**src/rtl/conv_pkg.sv**
```systemverilog
// Shared types for the convolution operand streamer: FSM states, beat layout,
// padding helper and the async-reset register macro used for counters.
`ifndef CONV_REG
`define CONV_REG(q, d, rv) \
  always_ff @(posedge clk or negedge arst_n_in) \
    if (!arst_n_in) q <= (rv); \
    else q <= (d);
`endif

package conv_pkg;
  typedef enum logic [1:0] {IDLE = 2'd0, STREAM = 2'd1, DRAIN = 2'd2} state_e;

  localparam int unsigned CONV_DW = 16;

  typedef struct packed {
    logic               pad;
    logic [CONV_DW-1:0] act;
    logic [CONV_DW-1:0] wgt;
  } beat_t;

  function automatic int pad_of(input int k);
    return (k - 1) / 2;
  endfunction
endpackage

```
**src/rtl/operand_fifo.sv**
```systemverilog
// Two-entry FIFO holding returned operand pairs between the SRAM read port
// and the consumer; simultaneous push and pop are allowed.
module operand_fifo #(
  parameter int WIDTH = 32
) (
  input  logic             clk,
  input  logic             arst_n_in,
  input  logic             push,
  input  logic [WIDTH-1:0] push_data,
  input  logic             pop,
  output logic [WIDTH-1:0] pop_data,
  output logic             full,
  output logic             empty,
  output logic [1:0]       count
);
  logic [1:0][WIDTH-1:0] mem_q, mem_d;
  logic                  wr_ptr_q, wr_ptr_d;
  logic                  rd_ptr_q, rd_ptr_d;
  logic [1:0]            count_q, count_d;

  always_comb begin
    mem_d    = mem_q;
    wr_ptr_d = wr_ptr_q;
    rd_ptr_d = rd_ptr_q;
    if (push) begin
      mem_d[wr_ptr_q] = push_data;
      wr_ptr_d        = ~wr_ptr_q;
    end
    if (pop) rd_ptr_d = ~rd_ptr_q;
    count_d = count_q + {1'b0, push} - {1'b0, pop};
  end

  `CONV_REG(mem_q, mem_d, '0)
  `CONV_REG(wr_ptr_q, wr_ptr_d, 1'b0)
  `CONV_REG(rd_ptr_q, rd_ptr_d, 1'b0)
  `CONV_REG(count_q, count_d, 2'd0)

  assign pop_data = mem_q[rd_ptr_q];
  assign full     = (count_q == 2'd2);
  assign empty    = (count_q == 2'd0);
  assign count    = count_q;
endmodule

```
**src/rtl/conv_operand_streamer.sv**
```systemverilog
// Walks the convolution loop nest, reads activation/weight pairs from two
// synchronous SRAMs, zero-fills padding taps and streams pairs to the MAC.
module conv_operand_streamer
  import conv_pkg::*;
#(
  parameter int DATA_WIDTH         = 16,
  parameter int FEATURE_MAP_WIDTH  = 1024,
  parameter int FEATURE_MAP_HEIGHT = 1024,
  parameter int INPUT_NB_CHANNELS  = 64,
  parameter int OUTPUT_NB_CHANNELS = 64,
  parameter int KERNEL_SIZE        = 3,
  parameter int ACT_ADDR_WIDTH     = 20,
  parameter int WGT_ADDR_WIDTH     = 16
) (
  input  logic                      clk,
  input  logic                      arst_n_in,
  input  logic                      start,
  output logic                      busy,
  output logic                      done,
  output logic                      act_re,
  output logic [ACT_ADDR_WIDTH-1:0] act_addr,
  input  logic [DATA_WIDTH-1:0]     act_rdata,
  output logic                      wgt_re,
  output logic [WGT_ADDR_WIDTH-1:0] wgt_addr,
  input  logic [DATA_WIDTH-1:0]     wgt_rdata,
  output logic                      a_valid,
  output logic                      b_valid,
  input  logic                      a_ready,
  input  logic                      b_ready,
  output logic [DATA_WIDTH-1:0]     a_data,
  output logic [DATA_WIDTH-1:0]     b_data
);
  localparam int          PAD   = pad_of(KERNEL_SIZE);
  localparam logic [63:0] W64   = 64'(FEATURE_MAP_WIDTH);
  localparam logic [63:0] CIN64 = 64'(INPUT_NB_CHANNELS);
  localparam logic [63:0] K64   = 64'(KERNEL_SIZE);

  typedef struct packed {
    logic [DATA_WIDTH-1:0] act;
    logic [DATA_WIDTH-1:0] wgt;
  } pair_t;

  state_e      state_q, state_d;
  logic [31:0] x_q, x_d, y_q, y_d, ci_q, ci_d, co_q, co_d, kv_q, kv_d, kh_q, kh_d;
  logic        inflight_q, inflight_d, pad_rd_q, pad_rd_d, done_q, done_d;
  logic        issue, pad_tap, pop, push, fifo_full, fifo_empty;
  logic        c0, c1, c2, c3, c4, last_tap;
  logic [1:0]  fifo_count;
  logic [2:0]  committed;
  logic signed [32:0] xi, yi;
  logic [ACT_ADDR_WIDTH-1:0] act_full;
  logic [WGT_ADDR_WIDTH-1:0] wgt_full;
  pair_t       push_word, head;

  // Tap geometry and SRAM addresses for the current loop position.
  always_comb begin
    xi = $signed({1'b0, x_q}) + $signed({1'b0, kh_q}) - $signed(33'(PAD));
    yi = $signed({1'b0, y_q}) + $signed({1'b0, kv_q}) - $signed(33'(PAD));
    pad_tap = xi[32] || yi[32] || (xi[31:0] >= 32'(FEATURE_MAP_WIDTH))
              || (yi[31:0] >= 32'(FEATURE_MAP_HEIGHT));
    act_full = ACT_ADDR_WIDTH'(({{31{yi[32]}}, yi} * W64 + {{31{xi[32]}}, xi}) * CIN64
                               + {32'd0, ci_q});
    wgt_full = WGT_ADDR_WIDTH'((({32'd0, co_q} * CIN64 + {32'd0, ci_q}) * K64
                                + {32'd0, kv_q}) * K64 + {32'd0, kh_q});
  end

  // Credit: a read is only issued if its data is guaranteed a FIFO slot.
  assign pop       = a_valid & a_ready & b_ready;
  assign committed = {1'b0, fifo_count} + {2'b0, inflight_q};
  assign issue     = (state_q == STREAM) && ((committed - {2'b0, pop}) < 3'd2);

  assign c0       = (kh_q == 32'(KERNEL_SIZE - 1));
  assign c1       = c0 && (kv_q == 32'(KERNEL_SIZE - 1));
  assign c2       = c1 && (co_q == 32'(OUTPUT_NB_CHANNELS - 1));
  assign c3       = c2 && (ci_q == 32'(INPUT_NB_CHANNELS - 1));
  assign c4       = c3 && (y_q == 32'(FEATURE_MAP_HEIGHT - 1));
  assign last_tap = c4 && (x_q == 32'(FEATURE_MAP_WIDTH - 1));

  always_comb begin
    state_d    = state_q;
    done_d     = 1'b0;
    x_d = x_q; y_d = y_q; ci_d = ci_q; co_d = co_q; kv_d = kv_q; kh_d = kh_q;
    inflight_d = issue;
    pad_rd_d   = issue & pad_tap;
    case (state_q)
      IDLE: begin
        if (start) begin
          state_d = STREAM;
          x_d = '0; y_d = '0; ci_d = '0; co_d = '0; kv_d = '0; kh_d = '0;
        end
      end
      STREAM: begin
        if (issue) begin
          kh_d = c0 ? '0 : kh_q + 32'd1;
          if (c0) kv_d = c1 ? '0 : kv_q + 32'd1;
          if (c1) co_d = c2 ? '0 : co_q + 32'd1;
          if (c2) ci_d = c3 ? '0 : ci_q + 32'd1;
          if (c3) y_d  = c4 ? '0 : y_q + 32'd1;
          if (c4) x_d  = last_tap ? '0 : x_q + 32'd1;
          if (last_tap) state_d = DRAIN;
        end
      end
      DRAIN: begin
        // Leave once this cycle's pop empties the FIFO with nothing in flight.
        if (!inflight_q && (fifo_count == {1'b0, pop})) begin
          state_d = IDLE;
          done_d  = 1'b1;
        end
      end
      default: state_d = IDLE;
    endcase
  end

  `CONV_REG(state_q, state_d, IDLE)
  `CONV_REG(x_q, x_d, '0)
  `CONV_REG(y_q, y_d, '0)
  `CONV_REG(ci_q, ci_d, '0)
  `CONV_REG(co_q, co_d, '0)
  `CONV_REG(kv_q, kv_d, '0)
  `CONV_REG(kh_q, kh_d, '0)
  `CONV_REG(inflight_q, inflight_d, 1'b0)
  `CONV_REG(pad_rd_q, pad_rd_d, 1'b0)
  `CONV_REG(done_q, done_d, 1'b0)

  assign push          = inflight_q & ~fifo_full;
  assign push_word.act = pad_rd_q ? '0 : act_rdata;
  assign push_word.wgt = wgt_rdata;

  operand_fifo #(.WIDTH(2 * DATA_WIDTH)) u_fifo (
    .clk       (clk),
    .arst_n_in (arst_n_in),
    .push      (push),
    .push_data (push_word),
    .pop       (pop),
    .pop_data  (head),
    .full      (fifo_full),
    .empty     (fifo_empty),
    .count     (fifo_count)
  );

  // a/b handshake: a pair transfers on a_valid & a_ready & b_ready; while
  // valid and not accepted, valid and data hold stable.
  assign a_valid  = ~fifo_empty;
  assign b_valid  = ~fifo_empty;
  assign a_data   = a_valid ? head.act : '0;
  assign b_data   = b_valid ? head.wgt : '0;
  assign act_re   = issue & ~pad_tap;
  assign wgt_re   = issue;
  assign act_addr = act_re ? act_full : '0;
  assign wgt_addr = wgt_re ? wgt_full : '0;
  assign busy     = (state_q != IDLE);
  assign done     = done_q;
endmodule

```
**config.mk**
```make
export PLATFORM = sky130hd
export DESIGN_NAME = conv_operand_streamer
export DESIGN_NICKNAME = d
export VERILOG_FILES = /design/src/rtl/conv_pkg.sv /design/src/rtl/operand_fifo.sv /design/src/rtl/conv_operand_streamer.sv
export SDC_FILE = /design/constraint.sdc
export NUM_CORES = 1
export LEC_CHECK = 0
export CORE_AREA = 2 2 220 222
export DETAILED_ROUTE_END_ITERATION = 10
export DIE_AREA = 0 0 222 224
export GPL_TIMING_DRIVEN = 0
export SLEW_MARGIN = 5
export SYNTH_ARGS = -nofsm -noshare
export SYNTH_HDL_FRONTEND = slang
export SYNTH_SLANG_ARGS = --single-unit
```
**constraint.sdc**
```tcl
create_clock -name clk -period 7.3 [get_ports clk]
set_clock_uncertainty 0.2 [all_clocks]
set_input_delay 1.095 -clock clk [delete_from_list [all_inputs] [get_ports clk]]
set_output_delay 1.095 -clock clk [all_outputs]
set_load 0.01 [all_outputs]
```
==> results.toml, run 1 <==
[outcome]
status = "complete, no violations"

[sta]
maxSlewViolCount = 0
rsz0062_at_grt = "true"
fin_hold_ws_ps = 280.2
setup_viol = 0
hold_viol_final = 0
relSlewSlack_pct = 23.04
tightest_slew_ps = 1154
period_needed_ps = 7281
finalCritPeriodShare_pct = 99.74
setup_ws_ps = 19.00
fmax_mhz = 137.3
timing.setup.tns_ps = 0

[clock_tree]
numCtsBuffers = 34
cts.htree.levels = 2
worstSkewPairLatency_ps = 550
cts_tree = "built"
path_clk_slew_ps = 50
cts.sinks = 265
clockRootBuffer = "clkbuf_16"
clockBufferDepth = 3

[placement]
detailedPlace.worstSlack_ps = -495.9
numPortBuffers = 110
gp_congestion = 0.9254
hpwl_mm = 49.94

[synth]
synth_flop_cell = "dfrtp_1"
yosys.area.top_type_share_pct = 30.20
synth_edf_count = 0
synth_area_leader_cell = "dfrtp_1"
syn_nets = 2916
ys_async_sr_fraction_pct = 100.0
synth_cell_types = 86
synth_area_leaders = "dfrtp_1, ha_1, inv_1"
synth_cells = 2647
ys_ff_latch = 265
syn-mean-instance-area_um2 = 8.296
yosys_warnings = 0
synth_area_um2 = 21960
seq_area_frac_synth_pct = 30.20

[setup_path]
crit_required_ps = 6000
crit_end = "wgt_addr[15]"
crit_fanout = 5
startpoint = "co_q[0]"
crit_family = "adder cells"
reg2regPathDepth = 17
cp.arrival_ps = 5990
start_kind = "flip-flop"
r2r_end = "x_q[31]"
r2r_start = "u_fifo.count[1]"
cpPeakStageDelay_ps = 510
cp_num_buf_inv = 1
cpMostUsedCell = "ha_4"
worstPathCellList = "ha_4, fa_2, xor2_4, fa_1, ha_4, and3_1, o211ai_1, and3b_2, xnor2_2, fa_1, ha_4, nand3_4, nor4b_4, nor2_1, a211o_1, o21ai_2, xnor2_1, xnor2_1, xnor2_2, nor2_1, buf_2"
cp.depth = 21
endpoint_kind = "output pin"
crit_type = "flip-flop to output pin"
ff2ff_setup_slack_ps = 1400
cpMaxStageDelayCell = "fa_1"

[pwr]
ir_worst_vdd_uv = 488.2
power_leakage_nw = 11.59
powerDensity_nw_per_um2 = 456.3

[job]
maxCapViolCount = 0

[route]
vias = 19639
ant_nets = 0
post_drt_wl_per_cell_um = 18.70
drc = 0
via_per_inst = 5.692
wirelength_mm = 64.53
drt-initial-drc-count = 1677
dr.pass1.iters = 5

[floorplanning]
core_um2 = 47350
start_util_pct = 46.38
rows = 80
fp.dieH_um = 224
fp.dieW_um = 222
fp.dieArea_um2 = 49730
io_pins = 111

[grt]
globalRouteOverflowTotal = 0
antenna_found_initial = 0
grt_start_max_net_pins = 99
grt_pass1_wl_mm = 103.0
grt_usage_pct = 25.80
grt_pass1_vias = 19108

[cells_and_area]
drive_gt1_share_pct = 8.148
syn_to_final_growth_pct = 16.70
insertedDiodeCount = 0
nets = 3078

[hold_path]
min_path_type = "flip-flop to flip-flop"
[cell type report]
class / count / area, um^2
multi-input cells: 1966 / 14200
fillers: 4442 / 21720
well taps: 615 / 769.5
plain buffers: 87 / 357.8
clock inverters: 12 / 115.1
flip-flops and latches: 265 / 6644
clock buffers: 50 / 1022
inverters: 329 / 1235
repair buffers: 126 / 1279
[cell families after synthesis]
logic type	share of synthesized area, %
simple gates	21.76
compound gates	15.20
buf+inv	7.242
flops	30.20
fa+ha+maj	14.38
xor+xnor	7.658
mux	3.561
[per-layer routing]
| layer | up-vias | global-route usage, % | part of all wire (%) |
|---|---|---|---|
| li1 | 9546 | - | - |
| met1 | 9476 | 35.63 | 46 |
| met2 | 523 | 42.39 | 46 |
| met3 | 94 | 2.951 | 4.7 |
| met4 | 0 | 8.195 | 2.6 |
| met5 | - | 0 | 0 |
[worst min path at each step]
stage	startpoint	endpoint	slack, ps	depth (start not counted)
2_1_floorplan	x_q[4]	x_q[4]	250	1
3_3_place_gp	u_fifo.mem_q[48]	u_fifo.mem_q[48]	260	2
3_5_place_dp	u_fifo.wr_ptr_q	u_fifo.wr_ptr_q	270	1
4_1_cts	u_fifo.wr_ptr_q	u_fifo.wr_ptr_q	280	1
5_1_grt	u_fifo.mem_q[48]	u_fifo.mem_q[48]	300	2
6_report	u_fifo.mem_q[48]	u_fifo.mem_q[48]	280	2
[power by group]
group          switching, mW  internal, mW  total [mW]
registers              0.305          1.78        2.09
logic                   4.41          3.49        7.90
clock network          0.693          1.01        1.71
[layout by cell type, fill, tap and decap left out, types with 35 or more instances in the layout]
master | netlist | layout
clkbuf_1 | 71 | 77
dfrtp_1 | 265 | 255
nor4_1 | 51 | 50
clkdlybuf4s50_1 | 0 | 101
xor2_1 | 57 | 53
inv_1 | 329 | 327
nand3_1 | 91 | 89
a21o_1 | 37 | 37
a21oi_1 | 125 | 117
xnor2_1 | 135 | 127
nand4_1 | 54 | 54
nor2_1 | 266 | 266
nand2b_1 | 40 | 40
o21ai_0 | 168 | 161
clkbuf_16 | 0 | 35
ha_1 | 198 | 188
nor3_1 | 68 | 68
mux2i_1 | 41 | 41
and3_1 | 40 | 40
nand2_1 | 189 | 189
[what timing repair did]
| action | in CTS | in global routing |
|---|---|---|
| hold buffers | 0 | 0 |
| pin swaps | 7 | 34 |
| endpoints found under the setup margin | 26 | 25 |
| gates resized for setup | 31 | 72 |
| buffers inserted | 3 | 11 |
| hold endpoints to repair | 0 | 0 |
[metrics by stage]
step                      util, %  instance area [um^2]  instances  power [mW]
after floorplan                 -                 21960       2647       7.270
after global placement      50.33                 23830       3372       9.374
after detailed placement    50.46                 23890       3374       9.454
after CTS                   53.23                 25200       3439       11.39
after global routing        54.13                 25630       3450       12.73
final                       54.13                 25630       3450       11.69
[state kept, by name, summed over array words and instances (netlist names)]
name             count
kv_q                32
inflight_q           1
co_q                32
y_q                 32
kh_q                32
done                 1
u_fifo.count         2
u_fifo.wr_ptr_q      1
u_fifo.mem_q        64
x_q                 32
ci_q                32
state_q              2
u_fifo.rd_ptr_q      1
pad_rd_q             1
[Yosys cell counts, types with 41 or more instances]
cell type,count
inv_1,329
xor2_1,57
ha_1,198
nand2_1,189
clkbuf_1,71
xnor2_1,135
dfrtp_1,265
a21oi_1,125
nand3_1,91
nor2_1,266
mux2i_1,41
nor4_1,51
nor3_1,68
o21ai_0,168
nand4_1,54
[worst min-delay path, stage by stage, from the launching register on]
cell and delay [ps]:
dfrtp_1 340, nand2_1 50, o21ai_0 60
Power figures use the tool's default switching activity.
==> inputs of run 2 (changes only) <==
- PLACE_DENSITY: not set -> 0.63
- SKIP_LAST_GASP: not set -> 1
==> run 2 against run 1 <==
The flow now finishes with violations (negative setup slack). Power increased by 1.9%. Clock power shrank 2%. First-iteration DRC count down 19%. Worst setup slack got worse by 51 ps. Final cell count is 0.17% higher. Sequential share of layout area hardly changed. Critical path depth grew 1. Critical path type unchanged.
==> results.toml, run 2 (same netlist as run 1, synthesis figures left out) <==
[sta]
period_needed_ps = 7332
hold_viol_final = 0
relSlewSlack_pct = 32.69
maxSlewViolCount = 0
setup_ws_ps = -31.86
tightest_slew_ps = 1006
fmax_mhz = 136.4
finalCritPeriodShare_pct = 100.4
setup_viol = 1
rsz0062_at_grt = "true"

[clock_tree]
numCtsBuffers = 31
clockBufferDepth = 3
cts.htree.levels = 1
worstSkewPairLatency_ps = 600
clockRootBuffer = "clkbuf_16"
cts.sinks = 265
path_clk_slew_ps = 60
hold_buffers = 0
cts_tree = "built"

[setup_path]
startpoint = "co_q[0]"
r2r_start = "u_fifo.count[1]"
start_kind = "flip-flop"
cp.arrival_ps = 6040
endpoint_kind = "output pin"
crit_type = "flip-flop to output pin"
crit_required_ps = 6000
crit_fanout = 4

[pwr]
powerDensity_nw_per_um2 = 464.8
power_mw = 11.92
power_leakage_nw = 11.56
ir_worst_vdd_uv = 560.0

[route]
drc = 0
vias = 19819
via_per_inst = 5.735
dr.pass1.iters = 6
drt-initial-drc-count = 1352
wirelength_mm = 64.14
post_drt_wl_per_cell_um = 18.56
ant_nets = 0

[cells_and_area]
instances_no_fill = 3456
final_common_cell = "inv_1"
nets = 3084
final_cell_mix = "inv_1, nor2_1, dfrtp_1"
drive_gt1_share_pct = 8.521
finalInstanceArea_um2 = 25640
syn_to_final_growth_pct = 16.76
final_util_pct = 54.15
largest_reg_flops = 64

[hold_path]
hold_path.startpoint = "u_fifo.mem_q[63]"
min_path_type = "flip-flop to flip-flop"

[outcome]
violations = "negative setup slack"
status = "complete, but fails checks"

[placement]
place_inst = 3374
hpwl_mm = 50.16
numPortBuffers = 110
gp_congestion = 0.9359
post_dp_cell_area_um2 = 23890

[grt]
grt_start_max_net_pins = 112
globalRouteOverflowTotal = 0
grt_pass1_wl_mm = 101.1
grt_pass1_vias = 19195
antenna_found_initial = 1
grt_usage_pct = 25.05

[floorplanning]
io_pins = 111
fp.dieW_um = 222
core_um2 = 47350
fp.dieH_um = 224
start_util_pct = 46.38
fp.dieArea_um2 = 49730
rows = 80

[job]
maxCapViolCount = 0
run 2: power by group:
group	switching (mW)	internal, mW	total (mW)	leakage (nW)
Combinational	4.63	3.54	8.17	7.69
Sequential	0.300	1.78	2.08	3.32
Clock	0.664	1.00	1.67	0.556
run 2: worst paths after layout:
| path | endpoint | slack, ps | depth (start not counted) |
|---|---|---|---|
| worst max-delay path | wgt_addr[15] | -30 | 22 |
| worst min-delay path | u_fifo.mem_q[63] | 280 | 2 |
| worst max register to register | x_q[22] | 1390 | 16 |
| worst min register to register | u_fifo.mem_q[63] | 280 | 2 |
| max in group asynchronous | ci_q[7] | 5110 | 3 |
| min in group asynchronous | x_q[30] | 320 | 1 |
run 2: what timing repair did:
item	CTS	global route
setup buffers	12	11
pin swaps	21	31
endpoints found under the hold margin	0	0
resized for setup	40	56
setup endpoints to repair	19	25
run 2: per-layer routing:
metal	track usage, %	wire, um	up-vias
li1	-	-	9536
met1	33.22	28470	9571
met2	42.53	30320	591
met3	2.768	3199	119
met4	8.762	2137	2
met5	0	13	-
run 2: worst max-delay path, cell delays in order (launching register included):
cell and delay (ps):
dfrtp_2 440, ha_4 180, fa_2 550, fa_1 460
ha_4 190, buf_4 130, nor3_1 220, nor2_1 100
o21a_1 130, a21oi_2 180, xnor2_2 180, fa_1 510
ha_4 320, nand3_4 90, nor4b_4 300, nor2_1 70
a211o_1 340, o21ai_2 200, xnor2_1 110, xnor2_1 300
xnor2_2 190, nor2_1 60, buf_2 160
run 2: stage by stage:
step           setup slack, ps  setup TNS (ps)  hold WS, ps
6_report                -31.86          -31.86        278.5
4_1_cts                 -85.92          -85.92        284.0
3_3_place_gp             -6814        -1788420        261.2
3_5_place_dp            -528.4          -528.4        270.1
5_1_grt                 -304.7          -547.2        309.5
2_1_floorplan            885.7               0        245.2
run 2: cell type report:
cell class,instances,area (um^2)
well taps,615,769.5
inverters,329,1235
clock inverters,18,219.0
clock buffers,40,889.6
plain buffers,87,355.3
diodes,1,2.502
repair buffers,135,1338
multi-input cells,1966,14180
flip-flops and latches,265,6645
fillers,4393,21710
==> inputs of run 3 (changes only) <==
- CORE_AREA: 2 2 220 222 -> 2 2 186 261
- DIE_AREA: 0 0 222 224 -> 0 0 188 263
==> run 3 against run 2 <==
The run still ends with negative setup slack left. Wire length increased by 0.46%. Power is 3.3% lower. Global-route usage increased by 0.44 points. Utilization is 0.34 points lower. Sequential share of layout area is 0.36 points higher. Maximum frequency about the same. Largest cell class unchanged.
==> results.toml, run 3 (same netlist as run 1, synthesis figures left out) <==
[cells_and_area]
largest_reg_flops = 64
multi_input_area_um2 = 14000
syn_to_final_growth_pct = 15.00
insertedDiodeCount = 0
nets = 3064
final_cell_mix = "inv_1, nor2_1, dfrtp_1"
final_common_cell = "inv_1"
drive_gt1_share_pct = 6.922
n_fill_cell = 4388
final-seq-area_um2 = 6636

[route]
post_drt_wl_per_cell_um = 18.73
dr.pass1.iters = 5
drc = 0
vias = 19634
via_per_inst = 5.706
wirelength_mm = 64.44
drt-initial-drc-count = 1114
ant_nets = 0

[hold_path]
min_path_type = "input port to asynchronous set/reset pin"

[pwr]
powerDensity_nw_per_um2 = 456.3
power_leakage_nw = 11.38
power_mw = 11.52
ir_worst_vdd_uv = 491.3

[sta]
rsz0062_at_grt = "true"
fin_hold_ws_ps = 227.1
maxSlewViolCount = 0
setup_ws_ps = -34.69
finalCritPeriodShare_pct = 100.5
setup_viol = 1
relSlewSlack_pct = 25.27
timing.setup.tns_ps = -34.69
tightest_slew_ps = 1112
hold_viol_final = 0
period_needed_ps = 7335
fmax_mhz = 136.3

[job]
maxCapViolCount = 0

[floorplanning]
start_util_pct = 46.79
core_um2 = 46930
io_pins = 111
fp.dieW_um = 188
fp.dieH_um = 263
rows = 94
fp.dieArea_um2 = 49440

[outcome]
violations = "negative setup slack"
status = "complete, but fails checks"

[setup_path]
start_kind = "flip-flop"
crit_fanout = 5
cp.arrival_ps = 6040
crit_required_ps = 6000
endpoint_kind = "output pin"
crit_type = "flip-flop to output pin"

[clock_tree]
numCtsBuffers = 28
path_clk_slew_ps = 70
cts.htree.levels = 1
clockRootBuffer = "clkbuf_16"
cts.sinks = 265
worstSkewPairLatency_ps = 580
cts_tree = "built"
clockBufferDepth = 3

[grt]
grt_start_max_net_pins = 108
antenna_found_initial = 0
grt_pass1_wl_mm = 102.1
globalRouteOverflowTotal = 0
grt_usage_pct = 25.48
grt_pass1_vias = 19560

[placement]
gp_congestion = 0.9181
numPortBuffers = 110
hpwl_mm = 51.30
detailedPlace.worstSlack_ps = -430.4
## run 3: cell count changes in the layout (fill, tap and decap cells not counted), sizes merged, moves of 2 or more
cell,before,now
clkinv,10,7
inv,332,330
clkbuf,111,109
buf,43,26
## run 3: what timing repair did
item | 4_1_cts | 5_1_grt
gates resized for setup | 35 | 24
pin swaps | 12 | 10
buffers inserted | 5 | 1
setup endpoints to repair | 26 | 25
hold buffers | 0 | 0
## run 3: path summary, 6_finish.rpt
check,start,to,slack (ps),cells after the start
min reg2reg,u_fifo.mem_q[27],u_fifo.mem_q[27],280,2
min in group clk,u_fifo.mem_q[27],u_fifo.mem_q[27],280,2
max in group asynchronous,arst_n_in,ci_q[6],5240,3
max reg2reg,u_fifo.count[1],x_q[22],1460,16
max,ci_q[6],wgt_addr[15],-30,24
min,arst_n_in,kh_q[30],230,1
## run 3: final cells by class
class	count	area share (%)
Buffer	87	1.407
Clock buffer	38	3.240
Clock inverter	14	0.8572
Inverter	329	4.890
Multi-Input combinational cell	1966	55.44
Sequential cell	265	26.28
Tap cell	624	3.092
Timing Repair Buffer	118	4.796
## run 3: per-layer routing
layer | wire, um | vias to the layer above | track usage (%)
li1 | - | 9497 | -
met1 | 25440 | 9382 | 29.30
met2 | 32740 | 574 | 46.87
met3 | 2643 | 181 | 2.133
met4 | 3622 | 0 | 13.05
met5 | 0 | - | 0
## run 3: metrics by stage
step | utilization [%] | std cells | area [um^2]
CTS | 53.59 | 3440 | 25150
detailed placement | 50.93 | 3383 | 23900
finish | 53.81 | 3441 | 25250
global placement | 50.80 | 3381 | 23840
global route | 53.81 | 3441 | 25250
floorplan | - | 2647 | 21960
## run 3: worst max-delay path: stages (launching register included)
cell	delay, ps
dfrtp_2	410
ha_1	230
fa_2	390
a21o_1	200
a21oi_2	170
xor2_2	240
fa_1	440
inv_1	70
ha_2	300
or2_2	300
a21oi_1	150
a31oi_1	90
a21o_1	200
a21oi_1	160
xnor2_1	200
xor2_1	190
ha_1	250
ha_1	360
a21oi_1	200
o21ai_2	80
xnor2_1	140
xnor2_1	260
xnor2_2	190
nor2_1	60
buf_2	160
## run 3: power by group
group	switching, mW	total, mW	internal, mW	leakage, nW
registers	0.291	2.07	1.78	3.33
clock network	0.634	1.60	0.963	0.511
logic	4.44	7.86	3.41	7.55
total	5.37	11.5	6.16	11.4
